`config.mk`:
```
export PLATFORM = sky130hd
export DESIGN_NAME = id_ex_stage_flat
export DESIGN_NICKNAME = d
export VERILOG_FILES = /design/src/rtl/id_ex_stage_if.sv /design/src/rtl/id_ex_stage.sv /design/src/flat_wrapper.sv
export SDC_FILE = /design/constraint.sdc
export NUM_CORES = 1
export LEC_CHECK = 0
export ABC_CLOCK_PERIOD_IN_PS = 5200
export CAP_MARGIN = 20
export CELL_PAD_IN_SITES_DETAIL_PLACEMENT = 1
export CELL_PAD_IN_SITES_GLOBAL_PLACEMENT = 1
export CORE_MARGIN = 2
export CORE_UTILIZATION = 33
export CTS_BUF_LIST = sky130_fd_sc_hd__clkbuf_8
export CTS_CLUSTER_DIAMETER = 30
export DETAILED_ROUTE_END_ITERATION = 16
export PLACE_DENSITY = 0.85
export SKIP_CTS_REPAIR_TIMING = 1
export SLEW_MARGIN = 10
export SYNTH_ARGS = -nofsm -noshare
export SYNTH_HDL_FRONTEND = slang
export SYNTH_SLANG_ARGS = --single-unit
```
`constraint.sdc`:
```
create_clock -name clk -period 5.2 [get_ports clk]
set_input_delay 0.52 -clock clk [delete_from_list [all_inputs] [get_ports clk]]
set_output_delay 0.52 -clock clk [all_outputs]
set_load 0.005 [all_outputs]
```
`src/rtl/id_ex_stage_if.sv`:
```
// rtl/id_ex_stage_if.sv - ID/EX stage signal bundle
// Ports (slave view, as seen by id_ex_stage):
//   in : id_valid id_rs id_rt id_uses_rt id_dst id_rdata1 id_rdata2 id_imm id_ctrl
//        id_mem_read id_reg_write wb_reg_write wb_dst wb_data flush hold
//   out: stall_id ex_valid ex_rs ex_rt ex_dst ex_op_a ex_op_b ex_imm ex_ctrl
//        ex_mem_read ex_reg_write stall_cnt
interface id_ex_stage_if #(
  parameter int DATA_W = 32,
  parameter int REG_W  = 5,
  parameter int CTRL_W = 8,
  parameter int CNT_W  = 16
);
  logic              id_valid;
  logic [REG_W-1:0]  id_rs;
  logic [REG_W-1:0]  id_rt;
  logic              id_uses_rt;
  logic [REG_W-1:0]  id_dst;
  logic [DATA_W-1:0] id_rdata1;
  logic [DATA_W-1:0] id_rdata2;
  logic [DATA_W-1:0] id_imm;
  logic [CTRL_W-1:0] id_ctrl;
  logic              id_mem_read;
  logic              id_reg_write;
  logic              wb_reg_write;
  logic [REG_W-1:0]  wb_dst;
  logic [DATA_W-1:0] wb_data;
  logic              flush;
  logic              hold;
  logic              stall_id;
  logic              ex_valid;
  logic [REG_W-1:0]  ex_rs;
  logic [REG_W-1:0]  ex_rt;
  logic [REG_W-1:0]  ex_dst;
  logic [DATA_W-1:0] ex_op_a;
  logic [DATA_W-1:0] ex_op_b;
  logic [DATA_W-1:0] ex_imm;
  logic [CTRL_W-1:0] ex_ctrl;
  logic              ex_mem_read;
  logic              ex_reg_write;
  logic [CNT_W-1:0]  stall_cnt;

  modport master (
    output id_valid, id_rs, id_rt, id_uses_rt, id_dst, id_rdata1, id_rdata2, id_imm,
           id_ctrl, id_mem_read, id_reg_write, wb_reg_write, wb_dst, wb_data, flush, hold,
    input  stall_id, ex_valid, ex_rs, ex_rt, ex_dst, ex_op_a, ex_op_b, ex_imm, ex_ctrl,
           ex_mem_read, ex_reg_write, stall_cnt
  );

  modport slave (
    input  id_valid, id_rs, id_rt, id_uses_rt, id_dst, id_rdata1, id_rdata2, id_imm,
           id_ctrl, id_mem_read, id_reg_write, wb_reg_write, wb_dst, wb_data, flush, hold,
    output stall_id, ex_valid, ex_rs, ex_rt, ex_dst, ex_op_a, ex_op_b, ex_imm, ex_ctrl,
           ex_mem_read, ex_reg_write, stall_cnt
  );
endinterface

```
`src/rtl/id_ex_stage.sv`:
```
// rtl/id_ex_stage.sv - ID/EX pipeline register with WB bypass and load-use stall
// Ports:
//   clk   : rising-edge clock
//   reset : asynchronous, active-low; clears all EX state and the stall counter
//   bus   : id_ex_stage_if.slave (ID fields and WB write port in, EX fields,
//           stall_id and stall_cnt out)
module id_ex_stage #(
  parameter int DATA_W = 32,
  parameter int REG_W  = 5,
  parameter int CTRL_W = 8,
  parameter int CNT_W  = 16
) (
  input logic   clk,
  input logic   reset,
  id_ex_stage_if.slave bus
);

  logic              ex_valid_q;
  logic [REG_W-1:0]  ex_rs_q;
  logic [REG_W-1:0]  ex_rt_q;
  logic [REG_W-1:0]  ex_dst_q;
  logic [DATA_W-1:0] ex_op_a_q;
  logic [DATA_W-1:0] ex_op_b_q;
  logic [DATA_W-1:0] ex_imm_q;
  logic [CTRL_W-1:0] ex_ctrl_q;
  logic              ex_mem_read_q;
  logic              ex_reg_write_q;
  logic [CNT_W-1:0]  stall_cnt_q;

  logic [DATA_W-1:0] op_a;
  logic [DATA_W-1:0] op_b;
  logic              lu;

  // The register file commits WB on the same edge that EX captures, so its read
  // port still shows the old value; take the WB data directly instead.
  always_comb begin
    op_a = bus.id_rdata1;
    if (bus.id_rs == '0)
      op_a = '0;
    else if (bus.wb_reg_write && (bus.wb_dst == bus.id_rs))
      op_a = bus.wb_data;
  end

  always_comb begin
    op_b = bus.id_rdata2;
    if (bus.id_rt == '0)
      op_b = '0;
    else if (bus.wb_reg_write && (bus.wb_dst == bus.id_rt))
      op_b = bus.wb_data;
  end

  // A load in EX has no data until MEM, so a dependent instruction in ID must wait.
  assign lu = ex_valid_q && ex_mem_read_q && ex_reg_write_q && (ex_dst_q != '0) &&
              bus.id_valid &&
              ((bus.id_rs == ex_dst_q) || (bus.id_uses_rt && (bus.id_rt == ex_dst_q)));

  // A flushed ID instruction is squashed anyway, so it never needs to stall.
  assign bus.stall_id = bus.hold || (lu && !bus.flush);

  always_ff @(posedge clk or negedge reset) begin
    if (!reset) begin
      ex_valid_q     <= 1'b0;
      ex_rs_q        <= '0;
      ex_rt_q        <= '0;
      ex_dst_q       <= '0;
      ex_op_a_q      <= '0;
      ex_op_b_q      <= '0;
      ex_imm_q       <= '0;
      ex_ctrl_q      <= '0;
      ex_mem_read_q  <= 1'b0;
      ex_reg_write_q <= 1'b0;
      stall_cnt_q    <= '0;
    end else if (bus.hold) begin
      // Freeze everything, including any pending flush.
    end else if (bus.flush || lu) begin
      ex_valid_q     <= 1'b0;
      ex_rs_q        <= '0;
      ex_rt_q        <= '0;
      ex_dst_q       <= '0;
      ex_op_a_q      <= '0;
      ex_op_b_q      <= '0;
      ex_imm_q       <= '0;
      ex_ctrl_q      <= '0;
      ex_mem_read_q  <= 1'b0;
      ex_reg_write_q <= 1'b0;
      // Only a genuine load-use bubble is a stall; flush takes priority.
      if (!bus.flush && (stall_cnt_q != {CNT_W{1'b1}}))
        stall_cnt_q <= stall_cnt_q + CNT_W'(1);
    end else begin
      ex_valid_q     <= bus.id_valid;
      ex_rs_q        <= bus.id_rs;
      ex_rt_q        <= bus.id_rt;
      ex_dst_q       <= bus.id_dst;
      ex_op_a_q      <= op_a;
      ex_op_b_q      <= op_b;
      ex_imm_q       <= bus.id_imm;
      ex_ctrl_q      <= bus.id_valid ? bus.id_ctrl : '0;
      ex_mem_read_q  <= bus.id_valid && bus.id_mem_read;
      ex_reg_write_q <= bus.id_valid && bus.id_reg_write;
    end
  end

  assign bus.ex_valid     = ex_valid_q;
  assign bus.ex_rs        = ex_rs_q;
  assign bus.ex_rt        = ex_rt_q;
  assign bus.ex_dst       = ex_dst_q;
  assign bus.ex_op_a      = ex_op_a_q;
  assign bus.ex_op_b      = ex_op_b_q;
  assign bus.ex_imm       = ex_imm_q;
  assign bus.ex_ctrl      = ex_ctrl_q;
  assign bus.ex_mem_read  = ex_mem_read_q;
  assign bus.ex_reg_write = ex_reg_write_q;
  assign bus.stall_cnt    = stall_cnt_q;

endmodule

```
`src/flat_wrapper.sv`:
```
// flat-port wrapper written by rule: the top's interface ports become plain ports
module id_ex_stage_flat 
#(
  parameter int DATA_W = 32,
  parameter int REG_W  = 5,
  parameter int CTRL_W = 8,
  parameter int CNT_W  = 16
)
  (clk, reset, bus_id_valid, bus_id_rs, bus_id_rt, bus_id_uses_rt, bus_id_dst, bus_id_rdata1, bus_id_rdata2, bus_id_imm, bus_id_ctrl, bus_id_mem_read, bus_id_reg_write, bus_wb_reg_write, bus_wb_dst, bus_wb_data, bus_flush, bus_hold, bus_stall_id, bus_ex_valid, bus_ex_rs, bus_ex_rt, bus_ex_dst, bus_ex_op_a, bus_ex_op_b, bus_ex_imm, bus_ex_ctrl, bus_ex_mem_read, bus_ex_reg_write, bus_stall_cnt);
  id_ex_stage_if #(.DATA_W(DATA_W), .REG_W(REG_W), .CTRL_W(CTRL_W), .CNT_W(CNT_W)) bus_i ();
  input logic clk;
  input logic reset;
  input wire logic [$bits(bus_i.id_valid)-1:0] bus_id_valid;
  input wire logic [$bits(bus_i.id_rs)-1:0] bus_id_rs;
  input wire logic [$bits(bus_i.id_rt)-1:0] bus_id_rt;
  input wire logic [$bits(bus_i.id_uses_rt)-1:0] bus_id_uses_rt;
  input wire logic [$bits(bus_i.id_dst)-1:0] bus_id_dst;
  input wire logic [$bits(bus_i.id_rdata1)-1:0] bus_id_rdata1;
  input wire logic [$bits(bus_i.id_rdata2)-1:0] bus_id_rdata2;
  input wire logic [$bits(bus_i.id_imm)-1:0] bus_id_imm;
  input wire logic [$bits(bus_i.id_ctrl)-1:0] bus_id_ctrl;
  input wire logic [$bits(bus_i.id_mem_read)-1:0] bus_id_mem_read;
  input wire logic [$bits(bus_i.id_reg_write)-1:0] bus_id_reg_write;
  input wire logic [$bits(bus_i.wb_reg_write)-1:0] bus_wb_reg_write;
  input wire logic [$bits(bus_i.wb_dst)-1:0] bus_wb_dst;
  input wire logic [$bits(bus_i.wb_data)-1:0] bus_wb_data;
  input wire logic [$bits(bus_i.flush)-1:0] bus_flush;
  input wire logic [$bits(bus_i.hold)-1:0] bus_hold;
  output wire logic [$bits(bus_i.stall_id)-1:0] bus_stall_id;
  output wire logic [$bits(bus_i.ex_valid)-1:0] bus_ex_valid;
  output wire logic [$bits(bus_i.ex_rs)-1:0] bus_ex_rs;
  output wire logic [$bits(bus_i.ex_rt)-1:0] bus_ex_rt;
  output wire logic [$bits(bus_i.ex_dst)-1:0] bus_ex_dst;
  output wire logic [$bits(bus_i.ex_op_a)-1:0] bus_ex_op_a;
  output wire logic [$bits(bus_i.ex_op_b)-1:0] bus_ex_op_b;
  output wire logic [$bits(bus_i.ex_imm)-1:0] bus_ex_imm;
  output wire logic [$bits(bus_i.ex_ctrl)-1:0] bus_ex_ctrl;
  output wire logic [$bits(bus_i.ex_mem_read)-1:0] bus_ex_mem_read;
  output wire logic [$bits(bus_i.ex_reg_write)-1:0] bus_ex_reg_write;
  output wire logic [$bits(bus_i.stall_cnt)-1:0] bus_stall_cnt;
  assign bus_i.id_valid = bus_id_valid;
  assign bus_i.id_rs = bus_id_rs;
  assign bus_i.id_rt = bus_id_rt;
  assign bus_i.id_uses_rt = bus_id_uses_rt;
  assign bus_i.id_dst = bus_id_dst;
  assign bus_i.id_rdata1 = bus_id_rdata1;
  assign bus_i.id_rdata2 = bus_id_rdata2;
  assign bus_i.id_imm = bus_id_imm;
  assign bus_i.id_ctrl = bus_id_ctrl;
  assign bus_i.id_mem_read = bus_id_mem_read;
  assign bus_i.id_reg_write = bus_id_reg_write;
  assign bus_i.wb_reg_write = bus_wb_reg_write;
  assign bus_i.wb_dst = bus_wb_dst;
  assign bus_i.wb_data = bus_wb_data;
  assign bus_i.flush = bus_flush;
  assign bus_i.hold = bus_hold;
  assign bus_stall_id = bus_i.stall_id;
  assign bus_ex_valid = bus_i.ex_valid;
  assign bus_ex_rs = bus_i.ex_rs;
  assign bus_ex_rt = bus_i.ex_rt;
  assign bus_ex_dst = bus_i.ex_dst;
  assign bus_ex_op_a = bus_i.ex_op_a;
  assign bus_ex_op_b = bus_i.ex_op_b;
  assign bus_ex_imm = bus_i.ex_imm;
  assign bus_ex_ctrl = bus_i.ex_ctrl;
  assign bus_ex_mem_read = bus_i.ex_mem_read;
  assign bus_ex_reg_write = bus_i.ex_reg_write;
  assign bus_stall_cnt = bus_i.stall_cnt;
  id_ex_stage #(.DATA_W(DATA_W), .REG_W(REG_W), .CTRL_W(CTRL_W), .CNT_W(CNT_W)) u_core (.clk(clk), .reset(reset), .bus(bus_i));
endmodule
```
Yosys cells after proc, flatten, opt, wreduce, memory -nomap -nowiden:

Cells that the tools add are included.

* flip-flop bits (word level): 138
* output and inout port bits: 139

* add/subtract/negate cells: 1
* equal/unequal tests: 5
* bitwise operators: 1
* muxes and demuxes: 15
* reductions and logical operators: 20

Operator list (number)
* 32-bit 2-to-1 mux: 7
* 5-bit == test: 4
* 16-bit by 1-bit adder with 16-bit output, second input constant: 1
* 8-bit 2-to-1 mux: 2
* 16-bit != test, second input constant: 1
* 5-bit 2-to-1 mux: 3
* 1-bit logical AND: 12
* 5-bit zero test: 2
* 5-bit nonzero test: 1
* 1-bit logical OR: 3
* 1-bit 2-to-1 mux: 3
* 3-bit AND reduction: 1
* 1-bit zero test: 1
* 1-bit NOT: 1

Longest topological paths before layout:

Gate-level depths: netlist (run 1).

* depth in word-level cells: 7
* depth in mapped cells: 7

Worst setup path before layout (run 1):

No wires, ideal clock.

* kind: input-to-output
* from: input bus_hold
* to: output bus_stall_id
* arrival: 1.415 ns
* slack: 3.265 ns
* stages: 4
* path buffers: 3
* path through: clkbuf_1 clkbuf_1 clkbuf_1 o21bai_1

* word-level cells in the longest chain between the ends: 1

Ends and longest elaborated chain
* from (decl): RTL line flat_wrapper.sv:28 `input wire logic [$bits(bus_i.hold)-1:0] bus_hold;`
* 1-bit logical OR: RTL line id_ex_stage.sv:58 `assign bus.stall_id = bus.hold || (lu && !bus.flush);`
* to (decl): RTL line flat_wrapper.sv:29 `output wire logic [$bits(bus_i.stall_id)-1:0] bus_stall_id;`

Every way passes these cells.

Worst setup path in the final report (run 1):

* from: input bus_id_valid
* to: output bus_stall_id

* word-level cells in the longest chain between the ends: 4

Ends and longest elaborated chain
* from (decl): RTL line flat_wrapper.sv:13 `input wire logic [$bits(bus_i.id_valid)-1:0] bus_id_valid;`
* 1-bit logical AND: RTL line id_ex_stage.sv:53 `assign lu = ex_valid_q && ex_mem_read_q && ex_reg_write_q && (ex_dst_q != '0) &&`
* 1-bit logical AND: RTL line id_ex_stage.sv:54 `bus.id_valid &&`
* 1-bit logical AND: RTL line id_ex_stage.sv:58
* 1-bit logical OR: RTL line id_ex_stage.sv:58

Every way passes these cells.

==> flow_summary.json, run 1 <==
{
  "yosysWarnings": 0,
  "cp.required_ns": 4.68,
  "path_class": "input port to output port",
  "setup_slack_ns": 1.81,
  "dr_wl_met2_mm": 11.1,
  "synth_edf_count": 0,
  "r2r_slack_ns": 2.77,
  "wl_met1_mm": 9.02,
  "clockPowerShare": 0.343,
  "final_cells": 1053,
  "tightest_slew_ns": 0.817,
  "grt_pass1_vias": 6235,
  "dp.cells": 1020,
  "met3_wirelength_mm": 1.51,
  "ys_ff_latch": 138,
  "cts-htree-levels": 4,
  "ys_types": 37,
  "drv_slew": 0,
  "drive_gt1_frac": 0.0667,
  "finalPower_mw": 2.56,
  "fp.dieH_um": 140,
  "clk_latency_ns": 0.44,
  "async_reset_ff_frac": 1.00,
  "highest_layer": "met4",
  "areaGrowthSynthToFinish_pct": 59.7,
  "switching_share": 0.268,
  "ys.flop_type": "dfrtp_1",
  "intPower_mw": 1.87,
  "cts_sinks": 138,
  "pwr-share-seq": 0.468,
  "place.gp.congestion": 0.820,
  "hold_viol": 0,
  "place_ws_ns": 1.90,
  "end_kind": "output port",
  "fin_crit_sh": 0.652,
  "worst_ep_arrival_time_ns": 2.87,
  "initial_core_util": 0.336,
  "p_sw_uw": 686,
  "setup_viol": 0,
  "netlist_instances": 520,
  "route.vias.total": 5499,
  "crit_path_max_fanout": 16,
  "nNetsFinal": 978,
  "port_buffers": 303,
  "grt_max_degree": 89,
  "via_per_inst": 5.22,
  "drt_wl_total_mm": 22.3,
  "max_cap_violations": 0,
  "antenna_found_initial": 0,
  "drc_errors": 0,
  "peakVddDrop_mv": 0.133,
  "comb_power_share": 0.189,
  "p_leak_nw": 3.97,
  "synth-seq-area-share": 0.569,
  "track_usage": 0.228,
  "clkTransAtPathRegs_ns": 0.08,
  "core_sq_um": 18000,
  "syn_area_sq_um": 6060,
  "crit_path_start_kind": "input port",
  "cts-buffers-inserted": 17,
  "clk_path_buf_depth": 2,
  "root_buffer": "clkbuf_8",
  "first_pass_iters": 6,
  "grt_overflow_total": 0,
  "outcome": "complete, no violations",
  "rows": 49,
  "final.setup.tns_ns": 0,
  "skew_ns": 0.0135,
  "min_period_ns": 3.39,
  "slew_headroom": 0.456,
  "die_w_um": 140,
  "mappedNetlistNets": 686,
  "rsz0062_at_grt": "no",
  "ant_nets": 0,
  "dieArea_sq_um": 19500,
  "avgSynthCellArea_sq_um": 11.7,
  "powerDensity_nw_per_um2": 264,
  "clock.fmax_mhz": 295,
  "first_iter_violations": 227,
  "cts_tree": "built",
  "antenna_cells": 0,
  "num_io_pins": 304,
  "wl_per_cell_um": 21.2,
  "hold_class": "input port to asynchronous set/reset pin",
  "grt_pass1_wl_mm": 35.2,
  "place_hpwl_mm": 15.9
}
==> cell type report <==
class	count	area, sq um
fill	1894	8340
inverter	2	7.51
multi-input combinational	343	2450
tap	229	287
clock inverter	14	149
clock buffer	17	234
sequential	138	3450
timing repair buffer	310	3110
==> layer usage <==
metal | global-route usage | vias up
met3 | 0.0654 | 44
li1 | - | 2449
met2 | 0.389 | 243
met5 | 0 | -
met4 | 0.0863 | 0
met1 | 0.275 | 2763
==> Yosys cell counts (2+ instances only) <==
| cell | instances | area (sq um) |
|---|---|---|
| clkbuf_1 | 24 | 90.1 |
| nor4_1 | 7 | 43.8 |
| buf_2 | 8 | 40.0 |
| a32o_1 | 10 | 100 |
| dfrtp_1 | 138 | 3450 |
| xnor2_1 | 15 | 131 |
| o21ai_0 | 66 | 330 |
| a22o_1 | 48 | 420 |
| buf_4 | 2 | 15.0 |
| or4_1 | 5 | 37.5 |
| nand2_1 | 73 | 274 |
| xor2_1 | 20 | 175 |
| nor2_1 | 3 | 11.3 |
| inv_1 | 2 | 7.51 |
| mux2i_1 | 64 | 641 |
| and3_1 | 2 | 12.5 |
| nand3_1 | 5 | 25.0 |
| nor3_1 | 6 | 30.0 |
| nand4_1 | 3 | 18.8 |
| buf_6 | 2 | 22.5 |
==> metrics by stage <==
stage | hold slack [ns] | utilization | area [sq um]
after floorplan | 0.224 | - | 6060
after global placement | 0.466 | 0.514 | 9260
after detailed placement | 0.475 | 0.514 | 9260
after CTS | 0.159 | 0.535 | 9650
after global routing | 0.171 | 0.537 | 9690
final | 0.132 | 0.537 | 9690
==> logic make-up after synthesis <==
group                      share of synthesized area
DFF                                            0.569
xor gates and xnor gates                      0.0505
and+or+nand+nor                               0.0889
AOI/OAI and AO/OA                              0.151
buffers and inverters                         0.0301
muxes                                          0.108
adders and majority gates                    0.00206
==> critical path, cell delays in order <==
cell,delay (ns)
clkdlybuf4s50_1,0.75
nand4_1,0.21
a21oi_1,0.36
nand2_2,0.29
o21bai_1,0.21
clkdlybuf4s50_1,0.53
==> registers in the layout, indices dropped and copies added, names as in the netlist <==
register / flops
u_core.bus.ex_ctrl: 8
u_core.bus.ex_dst: 5
u_core.bus.ex_imm: 32
u_core.bus.ex_mem_read: 1
u_core.bus.ex_op_a: 32
u_core.bus.ex_op_b: 32
u_core.bus.ex_reg_write: 1
u_core.bus.ex_rs: 5
u_core.bus.ex_rt: 5
u_core.bus.ex_valid: 1
u_core.bus.stall_cnt: 16
==> final timing paths <==
path,startpoint,to,cells past startpoint
max,bus_id_valid,bus_stall_id,6
min,reset,u_core.bus.ex_imm[12],1
max reg2reg,u_core.bus.ex_dst[1],u_core.bus.ex_op_b[8],7
min reg2reg,u_core.bus.ex_op_a[0],u_core.bus.ex_op_a[0],2
max in group asynchronous,reset,u_core.bus.ex_ctrl[6],2
min in group clk,u_core.bus.ex_op_a[0],u_core.bus.ex_op_a[0],2
==> cell usage in the layout, fill, tap and decap left out, types with 4 or more instances in the layout <==
master | Yosys | routed
xor2_1 | 20 | 20
clkdlybuf4s50_1 | 0 | 301
nor4_1 | 7 | 7
dfrtp_1 | 138 | 138
o21ai_0 | 66 | 64
a32o_1 | 10 | 10
nand3_1 | 5 | 5
a22o_1 | 48 | 48
clkbuf_8 | 0 | 17
clkinv_2 | 0 | 4
mux2i_1 | 64 | 64
nand2_1 | 73 | 73
or4_1 | 5 | 5
nor3_1 | 6 | 6
buf_4 | 2 | 6
xnor2_1 | 15 | 15
==> power groups by stage <==
stage	registers [mW]	logic (mW)	clock network, mW
detailed placement	1.22	0.485	0
global placement	1.21	0.469	0
global route	1.20	0.521	0.948
finish	1.20	0.484	0.878
floorplan	1.21	0.123	0
CTS	1.20	0.489	0.901
Note: power is estimated with default switching activity, not from simulation.
==> run 2, diff against run 1 <==
ABC_CLOCK_PERIOD_IN_PS = 3500   (was 5200)
CORE_UTILIZATION = 31   (was 33)
PLACE_DENSITY = 0.81   (was 0.85)
clock period = 3.5 ns   (was 5.2 ns; I/O delays follow)
==> run 2 against run 1 <==
Net effect:
- wire length is 2.8% lower
- sequential share of layout area fell by 0.51 points
- clock-buffer cell count unchanged
- core utilization shrank 2.9 points
- clock power rose by 65%
- first-iteration DRC count is 34% lower
==> flow_summary.json, run 2 (synthesized netlist as in run 1, its figures left out) <==
{
  "ant_nets": 0,
  "drt_wl_total_mm": 21.7,
  "initial_core_util": 0.314,
  "outcome": "complete, no violations",
  "grt_max_degree": 96,
  "hold_class": "input port to register",
  "comb_power_share": 0.182,
  "cts-buffers-inserted": 17,
  "grt_overflow_total": 0,
  "grt_pass1_wl_mm": 33.5,
  "path_class": "register to output port",
  "peakVddDrop_mv": 0.235,
  "drv_slew": 0,
  "antenna_cells": 0,
  "holdPathEnd": "u_core.bus.ex_imm[26]",
  "hold_viol": 0,
  "max_cap_violations": 0,
  "layout_common_cells": "clkdlybuf4s50_1, dfrtp_1, nand2_1",
  "post-route-cell-area_sq_um": 9830,
  "place_area_sq_um": 9390,
  "drive_gt1_frac": 0.0711,
  "clock.fmax_mhz": 383,
  "num_io_pins": 304,
  "die_w_um": 144,
  "holdCritStartpoint": "bus_hold",
  "r2r_end": "u_core.bus.ex_ctrl[5]",
  "drc_errors": 0,
  "crit_path_max_fanout": 5,
  "tightest_slew_ns": 1.04,
  "mostFrequentLayoutCell": "clkdlybuf4s50_1",
  "track_usage": 0.212,
  "powerDensity_nw_per_um2": 401,
  "p_leak_nw": 4.02,
  "clkTransAtPathRegs_ns": 0.08,
  "clk_path_buf_depth": 2,
  "dp.cells": 1063,
  "final_cells": 1095,
  "via_per_inst": 4.86,
  "rsz0062_at_grt": "no",
  "rr_startpoint": "u_core.bus.ex_dst[1]",
  "final.setup.tns_ns": 0,
  "antenna_found_initial": 0,
  "wl_per_cell_um": 19.8,
  "crit_path_start_kind": "register",
  "nNetsFinal": 984,
  "route.vias.total": 5322,
  "grt_pass1_vias": 5970,
  "fp.dieH_um": 144,
  "first_iter_violations": 150,
  "port_buffers": 303,
  "clk_latency_ns": 0.45,
  "areaGrowthSynthToFinish_pct": 62.0,
  "first_pass_iters": 4,
  "cts_tree": "built",
  "rows": 51,
  "dieArea_sq_um": 20700,
  "cts-htree-levels": 4,
  "hold_depth": 2,
  "place.gp.congestion": 0.825,
  "worst_ep_arrival_time_ns": 2.26,
  "end_kind": "output port",
  "place_hpwl_mm": 15.6,
  "min_period_ns": 2.61,
  "clockPowerShare": 0.367,
  "fin_crit_sh": 0.746,
  "r2r_slack_ns": 1.21,
  "core_sq_um": 19300,
  "cp.required_ns": 3.15,
  "setup_viol": 0,
  "reg2reg_depth": 5,
  "skew_ns": 0.0173,
  "nFillCells": 2084,
  "switching_share": 0.256,
  "hold_slack_ns": 0.406,
  "cts_sinks": 138,
  "pwr-share-seq": 0.451,
  "p_sw_mw": 1.01,
  "root_buffer": "clkbuf_8",
  "slew_headroom": 0.307,
  "intPower_mw": 2.93
}
run 2: cell count changes in the layout (fill, tap and decap cells not counted), sizes merged:
cell / before / now
bufinv: 2 / 4
buf: 9 / 14
clkinvlp: 3 / 2
dlygate4sd3: 0 / 1
clkinv: 7 / 4
inv: 4 / 6
run 2: power by group through the flow:
stage          clock, mW  combinational, mW  sequential, mW
2_1_floorplan          0              0.183            1.80
3_3_place_gp           0              0.708            1.80
3_5_place_dp           0              0.723            1.80
4_1_cts             1.49              0.727            1.78
5_1_grt             1.56              0.780            1.79
6_report            1.45              0.715            1.78
run 2: worst max path at each step:
stage | startpoint | end | slack (ns) | cells past startpoint
2_1_floorplan | u_core.bus.ex_dst[4] | u_core.bus.stall_cnt[8] | 1.70 | 6
3_3_place_gp | bus_id_rs[0] | u_core.bus.ex_mem_read | 0.92 | 7
3_5_place_dp | bus_id_rs[4] | u_core.bus.ex_ctrl[5] | 0.83 | 7
4_1_cts | u_core.bus.ex_dst[1] | bus_stall_id | 0.85 | 5
5_1_grt | u_core.bus.ex_dst[1] | bus_stall_id | 0.71 | 6
6_report | u_core.bus.ex_dst[1] | bus_stall_id | 0.89 | 5
run 2: metal layers:
layer	wire length, um	track usage	vias up	part of all wire
met5	0	0	-	0
met4	345	0.0640	0	0.016
met3	1770	0.0680	29	0.082
met2	10900	0.364	210	0.50
met1	8640	0.255	2622	0.40
li1	-	-	2461	-
run 2: worst max-delay path, cell delays in order (launching register included):
cell and delay [ns]:
dfrtp_1 0.49, nor3_1 0.10, a21oi_1 0.42, nand2_2 0.11
o21bai_1 0.16, clkdlybuf4s50_1 0.54
run 2: through the flow:
stage | power (mW) | util | worst slack [ns]
after global routing | 4.13 | 0.508 | 0.714
after floorplan | 1.99 | - | 1.70
final | 3.94 | 0.508 | 0.889
after CTS | 3.99 | 0.508 | 0.848
after detailed placement | 2.53 | 0.485 | 0.826
after global placement | 2.51 | 0.485 | 0.921
run 2: layout make-up:
cell class / count / area, sq um / area share
well taps: 265 / 332 / 0.0337
inverters: 2 / 7.51 / 0.000764
repair buffers: 316 / 3160 / 0.321
multi-input cells: 343 / 2450 / 0.249
clock inverters: 14 / 196 / 0.0200
clock buffers: 17 / 234 / 0.0238
flip-flops and latches: 138 / 3450 / 0.351
==> run 3, diff against run 2 <==
ABC_CLOCK_PERIOD_IN_PS = 2100   (was 3500)
CORE_UTILIZATION = 28   (was 31)
PLACE_DENSITY = 0.77   (was 0.81)
clock period = 2.1 ns   (was 3.5 ns; I/O delays follow)
==> run 3 against run 2 <==
Net effect:
- die area up 10%
- core utilization down 2.7 points
- wire length up 4.4%
- sequential share of layout area down 1.2 points
- register-to-register slack worse by 1.2 ns
- largest power group unchanged
==> flow_summary.json, run 3 (synthesized netlist as in run 1, its figures left out) <==
{
  "tightest_slew_ns": 0.597,
  "crit_top_cell": "xnor2_1",
  "port_buffers": 303,
  "powerDensity_nw_per_um2": 631,
  "cts-buffers-inserted": 17,
  "worstPathCellList": "xnor2_1 -> nand4_1 -> o22ai_2 -> nand2_2 -> buf_4 -> or4_1 -> xnor2_1",
  "path_class": "register to register",
  "fin_crit_sh": 0.979,
  "clk_latency_ns": 0.45,
  "nNetsFinal": 1018,
  "dieArea_sq_um": 22900,
  "max_stage_delay_ns": 0.53,
  "grt_pass1_wl_mm": 33.9,
  "grt_overflow_total": 0,
  "grt_max_degree": 124,
  "p_leak_nw": 4.22,
  "setup_viol": 0,
  "place.gp.congestion": 0.756,
  "post-route-cell-area_sq_um": 10200,
  "via_per_inst": 4.82,
  "die_w_um": 151,
  "grt_pass1_vias": 6010,
  "place_ws_ns": -0.295,
  "hold_viol": 0,
  "place_area_sq_um": 9720,
  "finalPower_mw": 6.43,
  "mostFrequentLayoutCell": "clkdlybuf4s50_1",
  "core_sq_um": 21200,
  "clock.fmax_mhz": 487,
  "rows": 53,
  "fp.dieH_um": 151,
  "reg2reg_depth": 7,
  "wl_per_cell_um": 19.8,
  "layout_common_cells": "clkdlybuf4s50_1, dfrtp_1, nand2_1",
  "areaGrowthSynthToFinish_pct": 67.9,
  "first_pass_iters": 4,
  "cts_sinks": 138,
  "drc_errors": 0,
  "setup_slack_ns": 0.0450,
  "place_hpwl_mm": 16.5,
  "outcome": "complete, no violations",
  "ant_nets": 0,
  "hold_depth": 5,
  "crit_path_start_kind": "register",
  "clkTransAtPathRegs_ns": 0.08,
  "antenna_cells": 0,
  "cp.required_ns": 2.43,
  "peakVddDrop_mv": 0.333,
  "root_buffer": "clkbuf_8",
  "track_usage": 0.197,
  "cts_tree": "built",
  "min_period_ns": 2.06,
  "initial_core_util": 0.287,
  "worst_ep_arrival_time_ns": 2.38,
  "first_iter_violations": 117,
  "route.vias.total": 5491,
  "drt_wl_total_mm": 22.6,
  "clk_path_buf_depth": 2,
  "cpMaxStageDelayCell": "or4_1",
  "hold_class": "input port to register",
  "slew_headroom": 0.602,
  "num_io_pins": 304,
  "end_kind": "register",
  "post-route-util": 0.481,
  "skew_ns": 0.0208,
  "drv_slew": 0,
  "crit_path_max_fanout": 6,
  "max_cap_violations": 0,
  "cts-htree-levels": 4,
  "drive_gt1_frac": 0.116,
  "antenna_found_initial": 0
}
==> run 3: changes by cell type in the layout (fill, tap and decap cells not counted), moves of 2 or more <==
cell | previous run | this run
nor4_2 | 1 | 4
o21ai_1 | 0 | 2
dfrtp_1 | 138 | 134
dfrtp_2 | 0 | 4
buf_4 | 11 | 37
nor4_1 | 7 | 4
buf_12 | 2 | 10
inv_1 | 3 | 5
bufinv_16 | 4 | 2
o21ai_0 | 64 | 62
==> run 3: stage by stage <==
step | TNS [ns] | hold WS (ns) | std cells
final | 0 | 0.261 | 1140
after floorplan | 0 | -0.0856 | 520
after global routing | -0.0689 | 0.254 | 1140
after CTS | -0.467 | -0.318 | 1135
after detailed placement | -14.43 | 0.189 | 1103
after global placement | -10.51 | 0.185 | 1103
==> run 3: area by class of cell <==
cell class,instances,area [sq um]
repair buffers,350,3510
clock buffers,17,234
flip-flops and latches,138,3460
fillers,2273,11000
clock inverters,15,153
well taps,275,344
multi-input cells,343,2470
inverters,2,7.51
==> run 3: report_power, final <==
group | internal (mW) | total (mW) | switching [mW]
Combinational | 0.791 | 1.25 | 0.463
Clock | 1.06 | 2.22 | 1.16
Sequential | 2.84 | 2.96 | 0.118
==> run 3: final timing paths <==
kind	from	endpoint	slack (ns)
min in group asynchronous	reset	u_core.bus.ex_imm[17]	0.27
hold / removal	bus_hold	u_core.bus.stall_cnt[6]	0.26
max in group asynchronous	reset	u_core.bus.ex_dst[0]	1.18
hold reg to reg	u_core.bus.ex_op_b[28]	u_core.bus.ex_op_b[28]	0.49
setup reg to reg	u_core.bus.ex_dst[2]	u_core.bus.stall_cnt[8]	0.04
setup / recovery	u_core.bus.ex_dst[2]	u_core.bus.stall_cnt[8]	0.04
==> run 3: worst max-delay path: cells and delay by family, from the launching register on <==
kind / cells / cell delay, ns
AO/OA/AOI/OAI: 1 / 0.18
flip-flops: 1 / 0.46
XOR/XNOR: 2 / 0.37
AND/OR/NAND/NOR: 3 / 0.77
buffers and inverters: 1 / 0.16
==> run 3: routing by layer <==
layer	vias to the layer above	GRT usage	part of all wire
li1	2533	-	-
met1	2719	0.233	0.41
met2	220	0.335	0.49
met3	19	0.0756	0.086
met4	0	0.0519	0.015
met5	-	0	0
